--- config.mk ---
export PLATFORM = sky130hd
export DESIGN_NAME = multicycle_control_flat
export DESIGN_NICKNAME = d
export VERILOG_FILES = /design/src/rtl/multicycle_pkg.sv /design/src/rtl/multicycle_control_if.sv /design/src/rtl/multicycle_control_alu_decoder.sv /design/src/rtl/multicycle_control.sv /design/src/flat_wrapper.sv
export SDC_FILE = /design/constraint.sdc
export NUM_CORES = 1
export LEC_CHECK = 0
export BUFFER_PORTS_ARGS = -buffer_cell sky130_fd_sc_hd__buf_2
export CORE_MARGIN = 4
export CORE_UTILIZATION = 45
export DETAILED_ROUTE_END_ITERATION = 8
export PLACE_DENSITY_LB_ADDON = 0.08
export SLEW_MARGIN = 20
export SYNTH_ARGS = -nofsm -noshare
export SYNTH_HDL_FRONTEND = slang
export SYNTH_SLANG_ARGS = --single-unit
--- constraint.sdc ---
create_clock -name clk -period 2.4 [get_ports clk]
set_input_delay 0.24 -clock clk [delete_from_list [all_inputs] [get_ports clk]]
set_output_delay 0.24 -clock clk [all_outputs]
set_load 0.01 [all_outputs]
--- src/rtl/multicycle_pkg.sv ---
// Shared types and encodings for the multicycle RV32I control path.
package multicycle_pkg;

    typedef enum logic [3:0] {
        ALU_ADD  = 4'b0000, ALU_SUB  = 4'b0001, ALU_AND  = 4'b0010, ALU_OR   = 4'b0011,
        ALU_XOR  = 4'b0100, ALU_SLL  = 4'b0101, ALU_SRL  = 4'b0110, ALU_SRA  = 4'b0111,
        ALU_LTU  = 4'b1000, ALU_GEU  = 4'b1001, ALU_SLLI = 4'b1010, ALU_SRLI = 4'b1011,
        ALU_SRAI = 4'b1100, ALU_LT   = 4'b1101, ALU_GE   = 4'b1110
    } alu_op_t;

    typedef enum logic [3:0] {
        S_FETCH, S_DECODE, S_MEMADR, S_MEMREAD, S_MEMWB, S_MEMWRITE, S_EXECUTER, S_EXECUTEI,
        S_ALUWB, S_BRANCH, S_JAL, S_JALR, S_JALR_LINK, S_LUI, S_AUIPC, S_ILLEGAL
    } state_t;

    // Which funct-field table the ALU decoder should consult
    typedef enum logic [1:0] {ALU_CLS_ADD, ALU_CLS_R, ALU_CLS_I, ALU_CLS_BR} alu_cls_t;

    localparam logic [6:0] OP_LOAD  = 7'b0000011;
    localparam logic [6:0] OP_STORE = 7'b0100011;
    localparam logic [6:0] OP_R     = 7'b0110011;
    localparam logic [6:0] OP_I     = 7'b0010011;
    localparam logic [6:0] OP_BR    = 7'b1100011;
    localparam logic [6:0] OP_JAL   = 7'b1101111;
    localparam logic [6:0] OP_JALR  = 7'b1100111;
    localparam logic [6:0] OP_LUI   = 7'b0110111;
    localparam logic [6:0] OP_AUIPC = 7'b0010111;

    localparam logic [1:0] RES_ALUOUT = 2'b00, RES_DATA = 2'b01, RES_ALURES = 2'b10;
    localparam logic [1:0] SRCA_PC = 2'b00, SRCA_OLDPC = 2'b01, SRCA_RD1 = 2'b10, SRCA_ZERO = 2'b11;
    localparam logic [1:0] SRCB_RD2 = 2'b00, SRCB_IMM = 2'b01, SRCB_4 = 2'b10;

    function automatic state_t decode_next(input logic [6:0] op);
        case (op)
            OP_LOAD, OP_STORE: return S_MEMADR;
            OP_R:              return S_EXECUTER;
            OP_I:              return S_EXECUTEI;
            OP_BR:             return S_BRANCH;
            OP_JAL:            return S_JAL;
            OP_JALR:           return S_JALR;
            OP_LUI:            return S_LUI;
            OP_AUIPC:          return S_AUIPC;
            default:           return S_ILLEGAL;
        endcase
    endfunction

endpackage

--- src/rtl/multicycle_control_if.sv ---
// Control <-> datapath/IR bundle: master is the control FSM, slave is the datapath.
interface multicycle_control_if;
    logic [6:0] opcode;
    logic [2:0] funct3;
    logic       funct7b5;
    logic       zero;
    logic       mem_ready;
    logic       pc_write;
    logic       adr_src;
    logic       mem_write;
    logic       ir_write;
    logic       reg_write;
    logic [1:0] result_src;
    logic [1:0] alu_src_a;
    logic [1:0] alu_src_b;
    logic [3:0] alu_control;
    logic       illegal_instr;

    modport master (
        input  opcode, funct3, funct7b5, zero, mem_ready,
        output pc_write, adr_src, mem_write, ir_write, reg_write,
               result_src, alu_src_a, alu_src_b, alu_control, illegal_instr
    );

    modport slave (
        output opcode, funct3, funct7b5, zero, mem_ready,
        input  pc_write, adr_src, mem_write, ir_write, reg_write,
               result_src, alu_src_a, alu_src_b, alu_control, illegal_instr
    );
endinterface

--- src/rtl/multicycle_control_alu_decoder.sv ---
// Combinational ALU op select from the state's operation class and funct fields.
module alu_decoder
    import multicycle_pkg::*;
(
    input  alu_cls_t   cls_i,
    input  logic [2:0] funct3_i,
    input  logic       funct7b5_i,
    output logic [3:0] alu_op_o
);
    logic imm;
    assign imm = (cls_i == ALU_CLS_I);

    always_comb begin
        alu_op_o = ALU_ADD;
        case (cls_i)
            ALU_CLS_R, ALU_CLS_I: begin
                case (funct3_i)
                    3'b000: if (!imm && funct7b5_i) alu_op_o = ALU_SUB;
                    3'b001: if (imm) alu_op_o = ALU_SLLI; else alu_op_o = ALU_SLL;
                    3'b010: alu_op_o = ALU_LT;
                    3'b011: alu_op_o = ALU_LTU;
                    3'b100: alu_op_o = ALU_XOR;
                    3'b101: begin
                        if (imm) alu_op_o = funct7b5_i ? ALU_SRAI : ALU_SRLI;
                        else     alu_op_o = funct7b5_i ? ALU_SRA  : ALU_SRL;
                    end
                    3'b110: alu_op_o = ALU_OR;
                    default: alu_op_o = ALU_AND;
                endcase
            end
            ALU_CLS_BR: begin
                // Reserved branch funct3 values fall through to SUB and are never taken
                case (funct3_i)
                    3'b100:  alu_op_o = ALU_LT;
                    3'b101:  alu_op_o = ALU_GE;
                    3'b110:  alu_op_o = ALU_LTU;
                    3'b111:  alu_op_o = ALU_GEU;
                    default: alu_op_o = ALU_SUB;
                endcase
            end
            default: alu_op_o = ALU_ADD;
        endcase
    end
endmodule

--- src/rtl/multicycle_control.sv ---
// Main control FSM for the multicycle RV32I core with a single-signal memory wait.
// MULTICYCLE_ILLEGAL_TRAP_EN: ILLEGAL becomes a terminal trap and illegal_instr is sticky.
module multicycle_control
    import multicycle_pkg::*;
#(
    parameter state_t RESET_STATE = S_FETCH
) (
    input  logic                 clk,
    input  logic                 reset,
    multicycle_control_if.master bus
);
    state_t     state_q, state_d;
    alu_cls_t   cls;
    logic [3:0] alu_op;
    logic       br_taken;

    always_comb begin
        state_d = state_q;
        case (state_q)
            S_FETCH:    if (bus.mem_ready) state_d = S_DECODE;
            S_DECODE:   state_d = decode_next(bus.opcode);
            S_MEMADR:   if (bus.opcode == OP_LOAD) state_d = S_MEMREAD; else state_d = S_MEMWRITE;
            S_MEMREAD:  if (bus.mem_ready) state_d = S_MEMWB;
            S_MEMWRITE: if (bus.mem_ready) state_d = S_FETCH;
            S_EXECUTER, S_EXECUTEI, S_LUI, S_AUIPC, S_JAL, S_JALR_LINK: state_d = S_ALUWB;
            S_JALR:     state_d = S_JALR_LINK;
`ifdef MULTICYCLE_ILLEGAL_TRAP_EN
            S_ILLEGAL:  state_d = S_ILLEGAL;
`else
            S_ILLEGAL:  state_d = S_FETCH;
`endif
            default:    state_d = S_FETCH;
        endcase
    end

    always_ff @(posedge clk or posedge reset) begin
        if (reset) state_q <= RESET_STATE;
        else       state_q <= state_d;
    end

    always_comb begin
        case (bus.funct3)
            3'b000:         br_taken = bus.zero;
            3'b010, 3'b011: br_taken = 1'b0;
            default:        br_taken = !bus.zero;
        endcase
    end

    // Reset forces every strobe and select low even though state already reads FETCH
    always_comb begin
        cls            = ALU_CLS_ADD;
        bus.pc_write   = 1'b0;
        bus.adr_src    = 1'b0;
        bus.mem_write  = 1'b0;
        bus.ir_write   = 1'b0;
        bus.reg_write  = 1'b0;
        bus.result_src = RES_ALUOUT;
        bus.alu_src_a  = SRCA_PC;
        bus.alu_src_b  = SRCB_RD2;
        if (!reset) begin
            case (state_q)
                S_FETCH: begin
                    bus.alu_src_b  = SRCB_4;
                    bus.result_src = RES_ALURES;
                    bus.ir_write   = bus.mem_ready;
                    bus.pc_write   = bus.mem_ready;
                end
                S_DECODE, S_AUIPC: begin
                    bus.alu_src_a = SRCA_OLDPC;
                    bus.alu_src_b = SRCB_IMM;
                end
                S_MEMADR, S_JALR: begin
                    bus.alu_src_a = SRCA_RD1;
                    bus.alu_src_b = SRCB_IMM;
                end
                S_MEMREAD:  bus.adr_src = 1'b1;
                S_MEMWB: begin
                    bus.result_src = RES_DATA;
                    bus.reg_write  = 1'b1;
                end
                S_MEMWRITE: begin
                    bus.adr_src   = 1'b1;
                    bus.mem_write = 1'b1;
                end
                S_EXECUTER: begin
                    bus.alu_src_a = SRCA_RD1;
                    cls           = ALU_CLS_R;
                end
                S_EXECUTEI: begin
                    bus.alu_src_a = SRCA_RD1;
                    bus.alu_src_b = SRCB_IMM;
                    cls           = ALU_CLS_I;
                end
                S_LUI: begin
                    bus.alu_src_a = SRCA_ZERO;
                    bus.alu_src_b = SRCB_IMM;
                end
                S_ALUWB:    bus.reg_write = 1'b1;
                S_BRANCH: begin
                    bus.alu_src_a = SRCA_RD1;
                    cls           = ALU_CLS_BR;
                    bus.pc_write  = br_taken;
                end
                S_JAL, S_JALR_LINK: begin
                    bus.alu_src_a = SRCA_OLDPC;
                    bus.alu_src_b = SRCB_4;
                    bus.pc_write  = 1'b1;
                end
                default: ;
            endcase
        end
    end

    alu_decoder u_alu_dec (
        .cls_i      (cls),
        .funct3_i   (bus.funct3),
        .funct7b5_i (bus.funct7b5),
        .alu_op_o   (alu_op)
    );

    assign bus.alu_control = reset ? 4'b0000 : alu_op;

`ifdef MULTICYCLE_ILLEGAL_TRAP_EN
    logic illegal_q, illegal_d;
    assign illegal_d = illegal_q | (state_q == S_DECODE && state_d == S_ILLEGAL);

    always_ff @(posedge clk or posedge reset) begin
        if (reset) illegal_q <= 1'b0;
        else       illegal_q <= illegal_d;
    end
    assign bus.illegal_instr = illegal_q;
`else
    assign bus.illegal_instr = 1'b0;
`endif

endmodule

--- src/flat_wrapper.sv ---
// flat-port wrapper written by rule: the top's interface ports become plain ports
module multicycle_control_flat import multicycle_pkg::*;
#(
    parameter state_t RESET_STATE = S_FETCH
)
  (clk, reset, bus_opcode, bus_funct3, bus_funct7b5, bus_zero, bus_mem_ready, bus_pc_write, bus_adr_src, bus_mem_write, bus_ir_write, bus_reg_write, bus_result_src, bus_alu_src_a, bus_alu_src_b, bus_alu_control, bus_illegal_instr);
  multicycle_control_if bus_i ();
  input  logic clk;
  input  logic reset;
  input wire logic [$bits(bus_i.opcode)-1:0] bus_opcode;
  input wire logic [$bits(bus_i.funct3)-1:0] bus_funct3;
  input wire logic [$bits(bus_i.funct7b5)-1:0] bus_funct7b5;
  input wire logic [$bits(bus_i.zero)-1:0] bus_zero;
  input wire logic [$bits(bus_i.mem_ready)-1:0] bus_mem_ready;
  output wire logic [$bits(bus_i.pc_write)-1:0] bus_pc_write;
  output wire logic [$bits(bus_i.adr_src)-1:0] bus_adr_src;
  output wire logic [$bits(bus_i.mem_write)-1:0] bus_mem_write;
  output wire logic [$bits(bus_i.ir_write)-1:0] bus_ir_write;
  output wire logic [$bits(bus_i.reg_write)-1:0] bus_reg_write;
  output wire logic [$bits(bus_i.result_src)-1:0] bus_result_src;
  output wire logic [$bits(bus_i.alu_src_a)-1:0] bus_alu_src_a;
  output wire logic [$bits(bus_i.alu_src_b)-1:0] bus_alu_src_b;
  output wire logic [$bits(bus_i.alu_control)-1:0] bus_alu_control;
  output wire logic [$bits(bus_i.illegal_instr)-1:0] bus_illegal_instr;
  assign bus_i.opcode = bus_opcode;
  assign bus_i.funct3 = bus_funct3;
  assign bus_i.funct7b5 = bus_funct7b5;
  assign bus_i.zero = bus_zero;
  assign bus_i.mem_ready = bus_mem_ready;
  assign bus_pc_write = bus_i.pc_write;
  assign bus_adr_src = bus_i.adr_src;
  assign bus_mem_write = bus_i.mem_write;
  assign bus_ir_write = bus_i.ir_write;
  assign bus_reg_write = bus_i.reg_write;
  assign bus_result_src = bus_i.result_src;
  assign bus_alu_src_a = bus_i.alu_src_a;
  assign bus_alu_src_b = bus_i.alu_src_b;
  assign bus_alu_control = bus_i.alu_control;
  assign bus_illegal_instr = bus_i.illegal_instr;
  multicycle_control #(.RESET_STATE(RESET_STATE)) u_core (.clk(clk), .reset(reset), .bus(bus_i));
endmodule
* Word-level counts from Yosys, hierarchy flattened
Cells that the tools add are included. W data, S select, Z words.
Operators by class: reductions and logical operators 17, shifts and indexed selects 0, div/mod/pow operators 0, magnitude comparators 0, add/sub/neg operators 0, equal/unequal tests 36, muxes and demuxes 34, multiply operators 0, bitwise operators 0
Operators with widths (count):
- $pmux W4 S7 | 2
- $pmux W4 S8 | 1
- $eq A4 B4 Y1 const B | 7
- $mux W4 | 6
- $eq A7 B6 Y1 const B | 3
- $eq A7 B7 Y1 const B | 3
- $eq A4 B3 Y1 const B | 4
- $pmux W4 S4 | 1
- $eq A7 B5 Y1 const B | 2
- $eq A3 B3 Y1 const B | 4
- $pmux W2 S3 | 2
- $reduce_or A2 Y1 | 6
- $reduce_or A6 Y1 | 2
- $mux W1 | 11
- $eq A4 B2 Y1 const B | 2
- $mux W2 | 4
- $pmux W2 S2 | 2
- $pmux W4 S2 | 1
- $eq A7 B2 Y1 const B | 1
- $eq A3 B2 Y1 const B | 2
- $mux W3 | 2
- $ne A2 B2 Y1 const B | 3
- $reduce_or A5 Y1 | 1
- $eq A2 B2 Y1 const B | 2
- 12 further kinds | 13
Word-level totals: memory bits (read-only) 0, RAM bits 0, memories 0, latch bits 0, input port bits 15, register bits after elaboration 4

* Depth between registers and ports, before layout
depth in word-level cells 10, depth in mapped cells 12, gate-level depth less buffers 11

* Hierarchy
Synthesis repeated with hierarchy kept, for this count alone.
Second synthesis, totals: cells, all modules 152, area, all modules 1082.3 um^2
Modules (own cells, without submodules):
- multicycle_control | seq. area each 100.1 um^2, area an instance 783.3 um^2, instances 1, cells an instance 113
- alu_decoder | seq. area each 0.0 um^2, area an instance 299.0 um^2, instances 1, cells an instance 39

* Least setup slack after synthesis
Ideal clock, no wire load.
path type reg2out, from reg u_core.state_q[3], to out bus_alu_control[0], required time 2160 ps, stages on the path, launching flop included 12, path buffers 2, setup slack -123 ps, arrival 2283 ps, path through dfrtp_1 buf_2 clkbuf_1 nand3_1 a21oi_1 inv_1 ha_1 ha_1 mux2_2 o21ai_0 a211oi_1 nor2_1
On the way: word-level cells in the longest chain between the ends 10, elaborated cells between the ends (all ways) 17, those cells by class eq/ne (6); mux (8); reduce/logical (3)
Ends and longest elaborated chain:
- start, declared | line multicycle_control.sv:12 | state_t state_q, state_d;
- start signal, assigned | line multicycle_control.sv:38 | else state_q <= state_d;
- $eq A4 B4 Y1 or $eq A4 B3 Y1 (tied branches) | line multicycle_control.sv:61 | case (state_q)
- $pmux W2 S3 * | line multicycle_control.sv:61
- $mux W2 * | line multicycle_control.sv:60 | if (!reset) begin
- $eq A2 B2 Y1 | line multicycle_control_alu_decoder.sv:11, multicycle_control_alu_decoder.sv:15
- $logic_not A1 Y1 | line multicycle_control_alu_decoder.sv:18 | 3'b000: if (!imm && funct7b5_i) alu_op_o = ALU_SUB;
- $logic_and A1 B1 Y1 | line multicycle_control_alu_decoder.sv:18
- $mux W1 | line multicycle_control_alu_decoder.sv:18
- $pmux W4 S7 | line multicycle_control_alu_decoder.sv:17 | case (funct3_i)
- $pmux W4 S2 * | line multicycle_control_alu_decoder.sv:15 | case (cls_i)
- $mux W4 * | line multicycle_control.sv:121 | assign bus.alu_control = reset ? 4'b0000 : alu_op;
- end, declared | line flat_wrapper.sv:23 | output wire logic [$bits(bus_i.alu_control)-1:0] bus_alu_control;
Mark *: on every way between the ends. The rest lies on a longest branch, timed or not.

* Worst setup path after layout
from reg u_core.state_q[1], to out bus_alu_control[0]
The elaborated chain is that of the path after synthesis.

==> reports/metrics.yaml <==
status: "finished, violations left"
violations: "setup timing"
setup_viol: 3
wl_mm: 3.057
cp.required_ns: 2.16
power_mw: 1.065
largest_register: "u_core.state_q"
grt_pass1_vias: 1016
avgSynthCellArea_um2: 6.780
yosys-top-cells-area: "dfrtp_1 (11%), ha_1 (8.1%), nor2_1 (6.1%), inv_1 (4.5%), a21oi_1 (4.3%)"
die_area_um2: 2837
final_cell_area_um2: 1388
synth_top_cell_area_share: 0.1085
viasPerCell: 5.787
drive_gt1_frac: 0.4389
dp_slack_ns: -0.1042
fin_worst_skew_ns: 0.00007849
syn_inst: 136
stdcell_count: 207
io_pins: 31
busiest_layer: "met2"
cellLeakagePower_nw: 0.6384
critPathTopFamily: "multiplexers"
path_max_fanout: 4
dr.first_iter.drc_count: 37
cts_inserted_buffers: 3
criticalPathCategory: "flip-flop to output pin"
cts_tree: "yes"
maxCapViolCount: 0
portBuffers: 29
via_count: 1198
cp_slowest_cell: "dfrtp_1"
final_antenna_net_count: 0
firstDrtPassIters: 5
synth_fp_nets: 157
hp-class: "input port to async pin"
maxSlewViolCount: 0
crit_chain: "and2_4 > mux2_4 > and3_4 > ha_4 > ha_4 > mux2_4 > o21ai_2 > a22oi_1 > nor2_1 > buf_2"
period_share: 1.099
reg_top3: "u_core.state_q (4)"
die_height_um: 53.27
crit_path_end_kind: "output pin"
place_inst: 198
rows: 16
core_um2: 1962
ys_seq_area_frac: 0.1085
ys_async_sr_fraction: 1.000
syn-cell-area_um2: 922.1
synth_cell_type_count: 49
fmaxAchievable_mhz: 379.3
initial_core_util: 0.4700
syn_to_final_growth_pct: 50.47
clk_path_buf_depth: 2
grt_pass1_wl_mm: 4.450
die_w_um: 53.27
p_per_area_nw_per_um2: 767.9
grt_max_degree: 13
crit_path_max_incr_delay_ns: 0.42
synth_most_common_cell: "nor2_1"
n_antenna_cell: 0
wl_per_cell_um: 14.77
hold_viol: 0
setup_slack_ns: -0.2366
grt_overflow: 0
cp-start-kind: "flip-flop"
yosys_register_bits: 4
cp.buffers_inverters: 1
ctsHtreeMaxLevel: 1
use_met3: 0.01972
yosys-top-cells-count: "nor2_1 (15), inv_1 (11), a21oi_1 (8), o21ai_0 (8), nand2_1 (7)"
cts_sinks: 4
cts_root_buffer: "clkbuf_4"
clk_latency_ns: 0.23
antenna_found_initial: 0
route.detailed.drc: 0
ys.flop_type: "dfrtp_1"
peakVddDrop_mv: 0.6480
postPlaceCellArea_um2: 1180
rsz0062_at_grt: "true"
dp_hpwl_mm: 2.039
nNetsFinal: 203
synth_edf_count: 0
yosysWarnings: 0
path_clk_slew_ns: 0.03
cts_hold_buf: 0
period_minus_slack_ns: 2.637
grtUsageTotal: 0.2092
worstPathArrival_ns: 2.40
gp_congestion: 0.8254
met2_usage: 0.3184
largest_register_ffs: 4
yosys.area.top_type: "dfrtp_1"
grt_use_met1: 0.3073
## kinds of logic (layout without fill, tap and decap cells)
kind of cell,count (synthesis),in the layout,share of synthesized area
AND/OR/NAND/NOR,55,55,0.3257
AO/OA/AOI/OAI,40,40,0.2958
buffers and inverters,22,66,0.1004
adder cells (fa/ha/maj),6,6,0.08141
XOR/XNOR,4,4,0.03800
multiplexers,4,4,0.04613
flip-flops,4,4,0.1086
other,1,1,0.004067
## worst reg2reg max path, delay by kind of cell, from the launching register on
kind,cells,cell delay (ns)
AO/OA/AOI/OAI,2,0.31
buffers and inverters,4,0.55
flip-flops,1,0.43
AND/OR/NAND/NOR,1,0.32
## routing by layer
metal | wire length, µm | vias to the layer above
met2 | 1469 | 41
met3 | 150 | 4
met4 | 41 | 0
li1 | - | 581
met5 | 0 | -
met1 | 1395 | 572
## placed cells by master (no fill, tap or decap), types with 3 or more instances in the layout
cell,instances
a21oi_1,6
inv_2,3
o21ai_0,4
clkbuf_4,3
buf_2,28
ha_4,4
a211oi_1,3
nor2_1,13
nand2b_1,4
nor3_1,4
buf_6,4
nand2_1,6
inv_1,8
dfrtp_1,4
buf_4,20
## power by group
part,total (mW),switching (mW),leakage (nW),internal (mW)
Combinational,0.853,0.446,0.573,0.407
Clock,0.0810,0.0253,0.0138,0.0558
Sequential,0.132,0.0358,0.0514,0.0957
## worst paths after layout
check / start / endpoint / slack [ns] / depth (start not counted)
worst max-delay path: u_core.state_q[1] / bus_alu_control[0] / -0.24 / 10
min in group clk: bus_opcode[3] / u_core.state_q[1] / 0.39 / 3
max in group asynchronous: reset / u_core.state_q[3] / 2.16 / 3
worst max register to register: u_core.state_q[2] / u_core.state_q[2] / 0.70 / 7
worst min register to register: u_core.state_q[0] / u_core.state_q[3] / 0.66 / 2
worst min-delay path: reset / u_core.state_q[2] / 0.13 / 3
## stage by stage
step           hold slack [ns]    util  TNS (ns)
6_report                0.1300  0.7073   -0.4940
5_1_grt                 0.1417  0.7073   -0.8709
4_1_cts                 0.1077  0.6786   -0.2638
3_5_place_dp            0.3323  0.6014   -0.1139
3_3_place_gp            0.3346  0.6014  -0.02249
2_1_floorplan           0.2371       -         0
## cell type report
class	instances	area [µm²]
inverters	11	41.29
fillers	177	574.3
multi-input cells	110	854.6
flip-flops and latches	4	100.1
repair buffers	52	335.3
well taps	27	33.78
clock buffers	3	22.52
## repair_timing
item / CTS / global route
endpoints found under the setup margin: 4 / 4
pin swaps: 14 / 16
buffers inserted: 4 / 2
resized for setup: 23 / 14
Note: power is estimated with default switching activity, not from simulation.
